### config.mk
export PLATFORM = sky130hd
export DESIGN_NAME = mmu_loader_flat
export DESIGN_NICKNAME = d
export VERILOG_FILES = /design/src/rtl/tpu_pkg.sv /design/src/rtl/mmu_loader_if.sv /design/src/rtl/mmu_operand_regs.sv /design/src/rtl/mmu_loader.sv /design/src/flat_wrapper.sv
export SDC_FILE = /design/constraint.sdc
export NUM_CORES = 1
export LEC_CHECK = 0
export BUFFER_PORTS_ARGS = -buffer_cell sky130_fd_sc_hd__buf_2
export CAP_MARGIN = 20
export CELL_PAD_IN_SITES_DETAIL_PLACEMENT = 2
export CELL_PAD_IN_SITES_GLOBAL_PLACEMENT = 2
export CORE_ASPECT_RATIO = 0.8
export CORE_MARGIN = 3
export CORE_UTILIZATION = 35
export DETAILED_ROUTE_END_ITERATION = 10
export PLACE_DENSITY = 0.78
export RECOVER_POWER = 100
export SKIP_LAST_GASP = 1
export SYNTH_ARGS = -nofsm -noshare
export SYNTH_HDL_FRONTEND = slang
export SYNTH_SLANG_ARGS = --single-unit
### constraint.sdc
create_clock -name clk -period 2.9 [get_ports clk]
set_clock_uncertainty 0.15 [all_clocks]
set_input_delay 0.145 -clock clk [delete_from_list [all_inputs] [get_ports clk]]
set_output_delay 0.145 -clock clk [all_outputs]
set_load 0.02 [all_outputs]
### src/rtl/tpu_pkg.sv
// Shared definitions for the matmul front end (mmu_loader / mmu_feeder).
// Contents:
//   state_t         loader sequencer state, 1-bit encoding {LOAD, COMPUTE}
//   OPERAND_BYTES   bytes per full operand load (4 weights + 4 inputs)
//   WEIGHT_BYTES    bytes of the load that are weights
//   *_DEF           default pass timing, shared with mmu_feeder's done window (2..5)
//   out_sel_f       result select for a given pass cycle index
package tpu_pkg;

  typedef enum logic {
    LOAD    = 1'b0,
    COMPUTE = 1'b1
  } state_t;

  localparam int unsigned OPERAND_BYTES  = 8;
  localparam int unsigned WEIGHT_BYTES   = 4;

  localparam int unsigned CYCLE_W_DEF    = 4;
  localparam int unsigned LAST_CYCLE_DEF = 5;
  localparam int unsigned OUT_FIRST_DEF  = 2;

  // Results c00..c11 are presented in order over the feeder's done window;
  // outside that window the select parks at 0.
  function automatic logic [1:0] out_sel_f(input int unsigned cc,
                                           input int unsigned first,
                                           input int unsigned last);
    int unsigned diff;
    diff = cc - first;
    if ((cc >= first) && (cc <= last)) begin
      out_sel_f = diff[1:0];
    end else begin
      out_sel_f = 2'd0;
    end
  endfunction

endpackage

### src/rtl/mmu_loader_if.sv
// Host byte stream plus feeder-facing operand/control bundle of mmu_loader.
// Signals:
//   load_data/load_valid/load_ready  host byte stream (valid/ready)
//   keep_weights                     host request to reuse weights on the next load
//   weight0..3, input0..3            stored operands, to mmu_feeder
//   en, compute_cycles, output_sel   feeder controls
//   busy                             pass in progress
// Modports: master = host/consumer side, slave = mmu_loader.
interface mmu_loader_if #(
  parameter int unsigned CYCLE_W = tpu_pkg::CYCLE_W_DEF
);
  import tpu_pkg::*;

  logic [7:0]         load_data;
  logic               load_valid;
  logic               load_ready;
  logic               keep_weights;
  logic [7:0]         weight0;
  logic [7:0]         weight1;
  logic [7:0]         weight2;
  logic [7:0]         weight3;
  logic [7:0]         input0;
  logic [7:0]         input1;
  logic [7:0]         input2;
  logic [7:0]         input3;
  logic               en;
  logic [CYCLE_W-1:0] compute_cycles;
  logic [1:0]         output_sel;
  logic               busy;

  modport master (
    output load_data, load_valid, keep_weights,
    input  load_ready, weight0, weight1, weight2, weight3,
    input  input0, input1, input2, input3,
    input  en, compute_cycles, output_sel, busy
  );

  modport slave (
    input  load_data, load_valid, keep_weights,
    output load_ready, weight0, weight1, weight2, weight3,
    output input0, input1, input2, input3,
    output en, compute_cycles, output_sel, busy
  );

endinterface

### src/rtl/mmu_operand_regs.sv
// 8 x 8-bit operand register file: one write port, eight parallel read ports.
// Ports:
//   clk, rst   clock, asynchronous active-high reset (clears all entries)
//   wr_en      write strobe
//   wr_addr    entry to write (0..3 weights, 4..7 inputs)
//   wr_data    byte to store, unmodified
//   rd_data    all entries, straight from the flops
module mmu_operand_regs
  import tpu_pkg::*;
(
  input  logic                          clk,
  input  logic                          rst,
  input  logic                          wr_en,
  input  logic [2:0]                    wr_addr,
  input  logic [7:0]                    wr_data,
  output logic [OPERAND_BYTES-1:0][7:0] rd_data
);

  logic [OPERAND_BYTES-1:0][7:0] mem_r;

  // Operand storage; entries only change on an explicit write.
  always_ff @(posedge clk or posedge rst) begin
    if (rst) begin
      mem_r <= '0;
    end else if (wr_en) begin
      mem_r[wr_addr] <= wr_data;
    end
  end

  assign rd_data = mem_r;

endmodule

### src/rtl/mmu_loader.sv
// Operand store and pass sequencer upstream of mmu_feeder.
// Collects 8 host bytes (weight0..3 then input0..3), then runs one pass of
// LAST_CYCLE+1 cycles driving en/compute_cycles/output_sel. keep_weights,
// sampled in the last pass cycle, makes the next load carry inputs only.
// Ports:
//   clk  rising-edge clock
//   rst  asynchronous active-high reset (aborts any pass)
//   bus  mmu_loader_if.slave: host byte stream, operands and feeder controls
module mmu_loader
  import tpu_pkg::*;
#(
  parameter int unsigned CYCLE_W    = CYCLE_W_DEF,
  parameter int unsigned LAST_CYCLE = LAST_CYCLE_DEF,
  parameter int unsigned OUT_FIRST  = OUT_FIRST_DEF
) (
  input  logic         clk,
  input  logic         rst,
  mmu_loader_if.slave  bus
);

  localparam logic [CYCLE_W-1:0] LAST_CC = CYCLE_W'(LAST_CYCLE);
  localparam logic [CYCLE_W-1:0] CC_ONE  = CYCLE_W'(1);

  state_t                        state_r, state_s;
  logic [2:0]                    ptr_r, ptr_s;
  logic [CYCLE_W-1:0]            cc_r, cc_s, cc_inc_s;
  logic [1:0]                    osel_r, osel_s;
  logic                          en_r, en_s;
  logic                          ready_r, ready_s;
  logic                          wr_en_s;
  logic [OPERAND_BYTES-1:0][7:0] ops_s;

  assign cc_inc_s = cc_r + CC_ONE;

  // Next-state, pointer, counter and output decode for the LOAD/COMPUTE sequencer.
  always_comb begin
    state_s = state_r;
    ptr_s   = ptr_r;
    cc_s    = cc_r;
    osel_s  = osel_r;
    en_s    = en_r;
    ready_s = ready_r;
    wr_en_s = 1'b0;
    case (state_r)
      LOAD: begin
        if (bus.load_valid) begin
          wr_en_s = 1'b1;
          ptr_s   = ptr_r + 3'd1;
          if (ptr_r == 3'd7) begin
            // Last byte accepted: the pass starts on the very next cycle.
            state_s = COMPUTE;
            en_s    = 1'b1;
            ready_s = 1'b0;
            cc_s    = '0;
            osel_s  = 2'd0;
          end else begin
            state_s = LOAD;
          end
        end else begin
          wr_en_s = 1'b0;
        end
      end
      COMPUTE: begin
        if (cc_r == LAST_CC) begin
          state_s = LOAD;
          en_s    = 1'b0;
          ready_s = 1'b1;
          cc_s    = '0;
          osel_s  = 2'd0;
          // Inputs-only reload resumes at input0.
          ptr_s   = bus.keep_weights ? 3'd4 : 3'd0;
        end else begin
          cc_s    = cc_inc_s;
          // Select is derived from the next cc so both flops move together.
          osel_s  = out_sel_f(32'(cc_inc_s), OUT_FIRST, LAST_CYCLE);
        end
      end
      default: begin
        state_s = LOAD;
        ptr_s   = 3'd0;
        cc_s    = '0;
        osel_s  = 2'd0;
        en_s    = 1'b0;
        ready_s = 1'b1;
      end
    endcase
  end

  // Sequencer state and registered feeder controls.
  always_ff @(posedge clk or posedge rst) begin
    if (rst) begin
      state_r <= LOAD;
      ptr_r   <= 3'd0;
      cc_r    <= '0;
      osel_r  <= 2'd0;
      en_r    <= 1'b0;
      ready_r <= 1'b1;
    end else begin
      state_r <= state_s;
      ptr_r   <= ptr_s;
      cc_r    <= cc_s;
      osel_r  <= osel_s;
      en_r    <= en_s;
      ready_r <= ready_s;
    end
  end

  mmu_operand_regs u_regs (
    .clk     (clk),
    .rst     (rst),
    .wr_en   (wr_en_s),
    .wr_addr (ptr_r),
    .wr_data (bus.load_data),
    .rd_data (ops_s)
  );

  assign bus.weight0        = ops_s[0];
  assign bus.weight1        = ops_s[1];
  assign bus.weight2        = ops_s[2];
  assign bus.weight3        = ops_s[3];
  assign bus.input0         = ops_s[WEIGHT_BYTES + 0];
  assign bus.input1         = ops_s[WEIGHT_BYTES + 1];
  assign bus.input2         = ops_s[WEIGHT_BYTES + 2];
  assign bus.input3         = ops_s[WEIGHT_BYTES + 3];
  assign bus.en             = en_r;
  assign bus.busy           = en_r;
  assign bus.compute_cycles = cc_r;
  assign bus.output_sel     = osel_r;
  assign bus.load_ready     = ready_r;

endmodule
### src/flat_wrapper.sv
// flat-port wrapper written by rule: the top's interface ports become plain ports
module mmu_loader_flat import tpu_pkg::*;
#(
  parameter int unsigned CYCLE_W    = CYCLE_W_DEF,
  parameter int unsigned LAST_CYCLE = LAST_CYCLE_DEF,
  parameter int unsigned OUT_FIRST  = OUT_FIRST_DEF
)
  (clk, rst, bus_load_data, bus_load_valid, bus_keep_weights, bus_load_ready, bus_weight0, bus_weight1, bus_weight2, bus_weight3, bus_input0, bus_input1, bus_input2, bus_input3, bus_en, bus_compute_cycles, bus_output_sel, bus_busy);
  mmu_loader_if #(.CYCLE_W(CYCLE_W)) bus_i ();
  input  logic clk;
  input  logic rst;
  input wire logic [$bits(bus_i.load_data)-1:0] bus_load_data;
  input wire logic [$bits(bus_i.load_valid)-1:0] bus_load_valid;
  input wire logic [$bits(bus_i.keep_weights)-1:0] bus_keep_weights;
  output wire logic [$bits(bus_i.load_ready)-1:0] bus_load_ready;
  output wire logic [$bits(bus_i.weight0)-1:0] bus_weight0;
  output wire logic [$bits(bus_i.weight1)-1:0] bus_weight1;
  output wire logic [$bits(bus_i.weight2)-1:0] bus_weight2;
  output wire logic [$bits(bus_i.weight3)-1:0] bus_weight3;
  output wire logic [$bits(bus_i.input0)-1:0] bus_input0;
  output wire logic [$bits(bus_i.input1)-1:0] bus_input1;
  output wire logic [$bits(bus_i.input2)-1:0] bus_input2;
  output wire logic [$bits(bus_i.input3)-1:0] bus_input3;
  output wire logic [$bits(bus_i.en)-1:0] bus_en;
  output wire logic [$bits(bus_i.compute_cycles)-1:0] bus_compute_cycles;
  output wire logic [$bits(bus_i.output_sel)-1:0] bus_output_sel;
  output wire logic [$bits(bus_i.busy)-1:0] bus_busy;
  assign bus_i.load_data = bus_load_data;
  assign bus_i.load_valid = bus_load_valid;
  assign bus_i.keep_weights = bus_keep_weights;
  assign bus_load_ready = bus_i.load_ready;
  assign bus_weight0 = bus_i.weight0;
  assign bus_weight1 = bus_i.weight1;
  assign bus_weight2 = bus_i.weight2;
  assign bus_weight3 = bus_i.weight3;
  assign bus_input0 = bus_i.input0;
  assign bus_input1 = bus_i.input1;
  assign bus_input2 = bus_i.input2;
  assign bus_input3 = bus_i.input3;
  assign bus_en = bus_i.en;
  assign bus_compute_cycles = bus_i.compute_cycles;
  assign bus_output_sel = bus_i.output_sel;
  assign bus_busy = bus_i.busy;
  mmu_loader #(.CYCLE_W(CYCLE_W), .LAST_CYCLE(LAST_CYCLE), .OUT_FIRST(OUT_FIRST)) u_core (.clk(clk), .rst(rst), .bus(bus_i));
endmodule
==> impl_metrics.tcl, run 1 <==
set metrics [dict create \
    grt_overflow 0 \
    antenna_left 0 \
    via_count 2095 \
    ir_worst_vdd_v 0.000522 \
    pwr_density_cell_mw_per_mm2 1310 \
    report.final.setup_viol 0 \
    crit_type "flip-flop to flip-flop" \
    cts.reportedPaths.clkPinSlew_ns 0.08 \
    hold_viol 1 \
    place_congestion 0.743 \
    port_buffers 84 \
    start_kind "flip-flop" \
    violations "negative hold slack" \
    post-cts-setup-buffers 0 \
    synth-edff-count 0 \
    maxSlewViolCount 0 \
    drt_iter0_drc 87 \
    hold_path_class "input port to flip-flop" \
    synth_top_area_cell "dfrtp_1" \
    track_usage_pct 18.1 \
    ys_seq_elements 76 \
    cts_tree "done" \
    die_h_um 90.6 \
    antenna_found_initial 0 \
    htree_levels 3 \
    status "finished with violations" \
    cp-end-kind "flip-flop" \
    via_per_inst 4.95 \
    ys_top_cells_by_count "dfrtp_1 (75), mux2_2 (54), mux2_4 (10)" \
    n_antenna_cell 0 \
    wl_mm 8.80 \
    clk_latency_ns 0.35 \
    grt_pass1_vias 2341 \
    critPathMaxFanout 15 \
    cts-root-buf "clkbuf_8" \
    max_freq_mhz 447 \
    fill_cells 903 \
    pre_cts_ws_ns 0.799 \
    timing.setup.tns_ns 0 \
    detail_route.wl_per_cell_um 20.8 \
    drive_gt1_share_pct 26.4 \
    holdWs_ns -0.00154 \
    multi_input_area_mm2 0.00113 \
    p_leak_nw 1.68 \
    synth.top_cell.area_share_pct 59.9 \
    cts.sinks 76 \
    fin_crit_ns 2.24 \
    ys.flop_type "dfrtp_1" \
    seq_area_mm2 0.00190 \
    grt_setup_unrepaired "no" \
    first_pass_iters 4 \
    cts_buffers 9 \
    synthesis.nets 233 \
    area_growth_pct 21.6 \
    slew_headroom_pct 35.0 \
    fin_nets 325 \
    yosysMostFrequentCell "dfrtp_1" \
    fp.dieW_um 112 \
    row_count 30 \
    ys_async_sr_fraction_pct 100 \
    cts_hold_buf 2 \
    netlist_instances 215 \
    syn_area_per_cell_um2 14.6 \
    required_ns 2.98 \
    syn_area_mm2 0.00313 \
    critPathArrivalTime_ns 2.32 \
    coreArea_mm2 0.00860 \
    ys_types 36 \
    grt_pass1_wl_mm 13.9 \
    finalCritPeriodShare_pct 77.2 \
    drcViolationCount 0 \
    cts.path.max_buffers 2 \
    initial_core_util_pct 36.4 \
    yosysWarnings 0 \
    num_io_pins 85 \
    grt_max_degree 77 \
    cts_resized 0 \
    cap_violations 0 \
    dp_hpwl_mm 6.00 \
    yosysSeqAreaShare_pct 60.7 \
    die_area_mm2 0.0101 \
    worst_pin_slew_ns 0.975 \
    synthTopCellsByArea "dfrtp_1 (60%), mux2_2 (19%), mux2_4 (4.8%)" \
    worst_slack_ns 0.662 \
]
==> final timing paths <==
path,from,depth (start not counted),slack [ns],to
max in group asynchronous,rst,4,1.47,u_core.u_regs.rd_data[41]$_DFFE_PP0P_
setup reg to reg,u_core.state_r$_DFF_PP0_,3,0.66,u_core.u_regs.rd_data[61]$_DFFE_PP0P_
hold / removal,bus_load_data[5],2,-0.002,u_core.u_regs.rd_data[29]$_DFFE_PP0P_
setup / recovery,u_core.state_r$_DFF_PP0_,3,0.66,u_core.u_regs.rd_data[61]$_DFFE_PP0P_
min in group asynchronous,rst,4,0.50,u_core.u_regs.rd_data[7]$_DFFE_PP0P_
hold reg to reg,u_core.bus.output_sel[0]$_DFFE_PP0P_,2,0.34,u_core.bus.output_sel[0]$_DFFE_PP0P_
==> through the flow <==
stage / utilization, % / cells / power, mW / cell area (um2) / hold slack [ns]
floorplan: - / 215 / 3.31 / 3130 / 0.144
global placement: 42.6 / 406 / 4.03 / 3660 / 0.287
detailed placement: 42.6 / 406 / 4.15 / 3660 / 0.316
CTS: 45.9 / 423 / 5.25 / 3940 / 0.00193
global route: 44.3 / 423 / 5.32 / 3810 / -0.00205
finish: 44.3 / 423 / 4.99 / 3810 / -0.00154
==> metal layers <==
metal / global-route usage [%] / up-vias / wire (um)
li1: - / 949 / -
met2: 29.2 / 53 / 4200
met4: 6.18 / 0 / 142
met5: 0 / - / 0
met1: 23.9 / 1079 / 4110
met3: 4.35 / 14 / 340
==> worst max-delay path, cell delays in order (launching register included) <==
cell and delay, ns:
dfrtp_1 0.55, nand2b_1 0.29, nor2_1 0.71, mux2_2 0.42
==> placed cells by master (no fill, tap or decap), drive strengths merged, types with 4 or more instances in the layout <==
cell    instances
clkbuf         82
dfrtp          75
inv             6
nand2b          4
nor2            8
ha              6
nand3           5
a21oi           5
o21ai           6
bufinv          4
mux2           64
nand2           9
buf            12
==> flip-flops by register name, summed over array words and instances (netlist names) <==
register and cells:
u_core.bus.busy 1, u_core.bus.output_sel 2, u_core.bus.load_ready 1, u_core.bus.compute_cycles 4, u_core.ptr_r 3, u_core.u_regs.rd_data 64, u_core.state_r 1
==> power breakdown <==
group / internal (mW) / switching [mW]
sequential: 1.58 / 0.424
clock: 0.657 / 0.393
combinational: 0.680 / 1.26
total: 2.91 / 2.08
==> layout make-up <==
cell class | instances | area share (%)
well taps | 112 | 3.68
repair buffers | 87 | 9.36
clock inverters | 6 | 3.61
inverters | 6 | 0.591
multi-input cells | 127 | 29.6
flip-flops and latches | 76 | 50.0
clock buffers | 9 | 3.25
==> cell families after synthesis <==
group           share of synthesized area (%)
mux                                      24.2
fa+ha+maj                                2.40
flops                                    60.7
xor+xnor                                0.280
compound gates                           3.47
simple gates                             6.95
buf+inv                                  1.96
Note: power is estimated with default switching activity, not from simulation.
==> run 2, diff against run 1 <==
--- a/config.mk
+++ b/config.mk
@@ -5,15 +5,16 @@
 export SDC_FILE = /design/constraint.sdc
 export NUM_CORES = 1
 export LEC_CHECK = 0
+export ABC_AREA = 1
 export BUFFER_PORTS_ARGS = -buffer_cell sky130_fd_sc_hd__buf_2
 export CAP_MARGIN = 20
 export CELL_PAD_IN_SITES_DETAIL_PLACEMENT = 2
 export CELL_PAD_IN_SITES_GLOBAL_PLACEMENT = 2
 export CORE_ASPECT_RATIO = 0.8
 export CORE_MARGIN = 3
-export CORE_UTILIZATION = 35
+export CORE_UTILIZATION = 28
 export DETAILED_ROUTE_END_ITERATION = 10
-export PLACE_DENSITY = 0.78
+export PLACE_DENSITY = 0.73
 export RECOVER_POWER = 100
 export SKIP_LAST_GASP = 1
 export SYNTH_ARGS = -nofsm -noshare
==> constraint.sdc (replaced) <==
create_clock -name clk -period 1.79 [get_ports clk]
set_clock_uncertainty 0.15 [all_clocks]
set_input_delay 0.0895 -clock clk [delete_from_list [all_inputs] [get_ports clk]]
set_output_delay 0.0895 -clock clk [all_outputs]
set_load 0.02 [all_outputs]
==> run 2 against run 1 <==
Effect of this change: the run now ends clean; routed wire length rose by 8.0%; clock power grew 93%; register-to-register slack lost 0.52 ns; combinational power is 71% higher; area after synthesis shrank 1.3%; setup slack lost 0.52 ns; cell count rose by 28%.
==> impl_metrics.tcl, run 2 <==
set metrics [dict create \
    max_freq_mhz 606 \
    final_area_mm2 0.00391 \
    ys_seq_elements 76 \
    cts_buffers 9 \
    synth-edff-count 0 \
    syn_area_mm2 0.00309 \
    finalCritPeriodShare_pct 92.2 \
    wl_mm 9.50 \
    slew_headroom_pct 56.7 \
    layout_common_cells "clkbuf_1 (74), dfrtp_1 (74), nand2_1 (69)" \
    drive_gt1_share_pct 12.7 \
    required_ns 1.83 \
    cts.path.max_buffers 2 \
    placed_area_mm2 0.00365 \
    critPathArrivalTime_ns 1.69 \
    report.final.setup_viol 0 \
    intPower_mw 4.81 \
    combPwrFrac_pct 39.0 \
    drt_iter0_drc 105 \
    ys_async_sr_fraction_pct 100 \
    ys_top_cells_by_count "dfrtp_1 (75), nand2_1 (69), o21ai_0 (36)" \
    via_per_inst 4.62 \
    detail_route.wl_per_cell_um 17.5 \
    fp.dieW_um 124 \
    cts_tree "done" \
    netlist_instances 305 \
    worstPathCellList "inv_2 > nand2_4 > nor2_8 > nand3_2 > nand2_1 > o21ai_0" \
    grt_overflow 0 \
    first_pass_iters 4 \
    synth.top_cell.area_share_pct 60.7 \
    die_h_um 100 \
    fin_nets 415 \
    cp_num_buf_inv 1 \
    track_usage_pct 16.4 \
    status "finished clean" \
    crit_slowest_cell "dfrtp_1" \
    synth_top_area_cell "dfrtp_1" \
    cpPeakStageDelay_ns 0.48 \
    worst_pin_slew_ns 0.649 \
    cts.sinks 76 \
    yosysMostFrequentCell "dfrtp_1" \
    synthesis.nets 323 \
    switching_share_pct 43.4 \
    hold_path_class "input port to flip-flop" \
    worst_slack_ns 0.140 \
    ys.flop_type "dfrtp_1" \
    drcViolationCount 0 \
    start_kind "flip-flop" \
    area_growth_pct 26.3 \
    cts.reportedPaths.clkPinSlew_ns 0.06 \
    dp_hpwl_mm 6.63 \
    crit_type "flip-flop to flip-flop" \
    syn_area_per_cell_um2 10.1 \
    grt_max_degree 61 \
    grt_setup_unrepaired "no" \
    ir_worst_vdd_v 0.000610 \
    cts-root-buf "clkbuf_16" \
    netSwitchingPower_mw 3.69 \
    grt_pass1_vias 2860 \
    p_leak_nw 1.79 \
    yosysSeqAreaShare_pct 61.5 \
    initial_core_util_pct 29.5 \
    maxSlewViolCount 0 \
    p_clk_share_pct 23.9 \
    via_count 2503 \
    synthTopCellsByArea "dfrtp_1 (61%), nand2_1 (8.4%), o21ai_0 (5.8%)" \
    coreArea_mm2 0.0105 \
    fin_crit_ns 1.65 \
    timing.setup.tns_ns 0 \
    yosysWarnings 0 \
    critPathMaxFanout 16 \
    port_buffers 84 \
    largest_reg_flops 64 \
    antenna_found_initial 0 \
    crit_family "simple AND/OR/NAND/NOR gates" \
    num_io_pins 85 \
    die_area_mm2 0.0124 \
    cap_violations 0 \
    row_count 33 \
    clk_latency_ns 0.33 \
    ys_types 24 \
    htree_levels 3 \
    hold_viol 0 \
    fill_cells 1224 \
    post-cts-setup-buffers 0 \
    n_antenna_cell 0 \
    antenna_left 0 \
    cp-end-kind "flip-flop" \
    grt_pass1_wl_mm 15.5 \
    pwr-share-seq_pct 37.1 \
    pwr_density_cell_mw_per_mm2 2180 \
    place_congestion 0.735 \
    pre_cts_ws_ns -0.0846 \
]
run 2: changes by cell type in the layout (fill, tap and decap cells not counted), moves of 4 or more:
cell | before | now
o21ai_0 | 6 | 40
mux2_2 | 51 | 0
inv_1 | 6 | 20
nand2b_1 | 4 | 0
nor2_1 | 8 | 29
mux2_1 | 13 | 0
clkbuf_8 | 9 | 3
o21ai_1 | 0 | 7
nand2_1 | 8 | 69
nor2_4 | 0 | 4
clkbuf_16 | 0 | 9
a21oi_1 | 5 | 24
run 2: what timing repair did:
action,CTS,global route
pin swaps,0,1
endpoints found under the setup margin,4,6
hold buffers,2,0
gates resized for setup,1,3
gates cloned,0,0
hold endpoints to repair,76,0
run 2: logic make-up (layout without fill, tap and decap cells):
family	count (synthesis)	count (layout)	share of synthesized area [%]
AND/OR/NAND/NOR	117	117	18.4
flip-flops	76	76	61.5
AO/OA/AOI/OAI	74	74	12.1
adder cells (fa/ha/maj)	6	6	2.43
buffers and inverters	32	129	5.54
run 2: power groups by stage:
stage	Clock, mW	Sequential, mW	Combinational, mW
2_1_floorplan	0	4.03	1.32
3_3_place_gp	0	3.13	3.39
3_5_place_dp	0	3.15	3.58
4_1_cts	2.07	3.15	3.63
5_1_grt	2.16	3.29	3.73
6_report	2.03	3.16	3.31
run 2: layer usage:
layer  wire [um]  part of all wire [%]  track usage, %  vias up
li1            -                     -               -     1167
met1        4320                    45            20.8     1263
met2        4680                    49            28.0       64
met3         408                   4.3            4.51        9
met4          97                   1.0            3.83        0
met5           0                     0               0        -
run 2: worst paths after layout:
check / cells after the start / from / slack, ns / to
max in group asynchronous: 4 / rst / 0.54 / u_core.u_regs.rd_data[32]$_DFFE_PP0P_
setup / recovery: 6 / u_core.state_r$_DFF_PP0_ / 0.14 / u_core.u_regs.rd_data[20]$_DFFE_PP0P_
hold / removal: 4 / bus_load_valid / 0.008 / u_core.bus.output_sel[1]$_DFFE_PP0P_
hold reg to reg: 2 / u_core.bus.load_ready$_DFFE_PP1P_ / 0.32 / u_core.bus.load_ready$_DFFE_PP1P_
setup reg to reg: 6 / u_core.state_r$_DFF_PP0_ / 0.14 / u_core.u_regs.rd_data[20]$_DFFE_PP0P_
min in group asynchronous: 3 / rst / 0.10 / u_core.u_regs.rd_data[51]$_DFFE_PP0P_
run 2: area by class of cell:
type                    count  area [um2]  share of cell area, %
clock inverters             3        67.6                   1.73
multi-input cells         197        1010                   25.9
well taps                 140         175                   4.48
repair buffers             90         389                   9.96
clock buffers              13         270                   6.92
flip-flops and latches     76        1900                   48.7
inverters                  23        87.6                   2.24
run 2: per-stage QoR:
stage	utilization, %	instances	power [mW]	hold slack (ns)
6_report	37.3	542	8.50	0.00787
3_5_place_dp	34.8	524	6.73	-0.138
3_3_place_gp	34.8	524	6.52	-0.144
4_1_cts	38.2	542	8.85	0.0159
2_1_floorplan	-	305	5.35	0.147
5_1_grt	37.3	542	9.18	0.0325
run 2: worst register-to-register path, cell delays in order (launching register included):
cell     delay [ns]
dfrtp_1        0.48
inv_2          0.12
nand2_4        0.08
nor2_8         0.14
nand3_2        0.29
nand2_1        0.14
o21ai_0        0.10
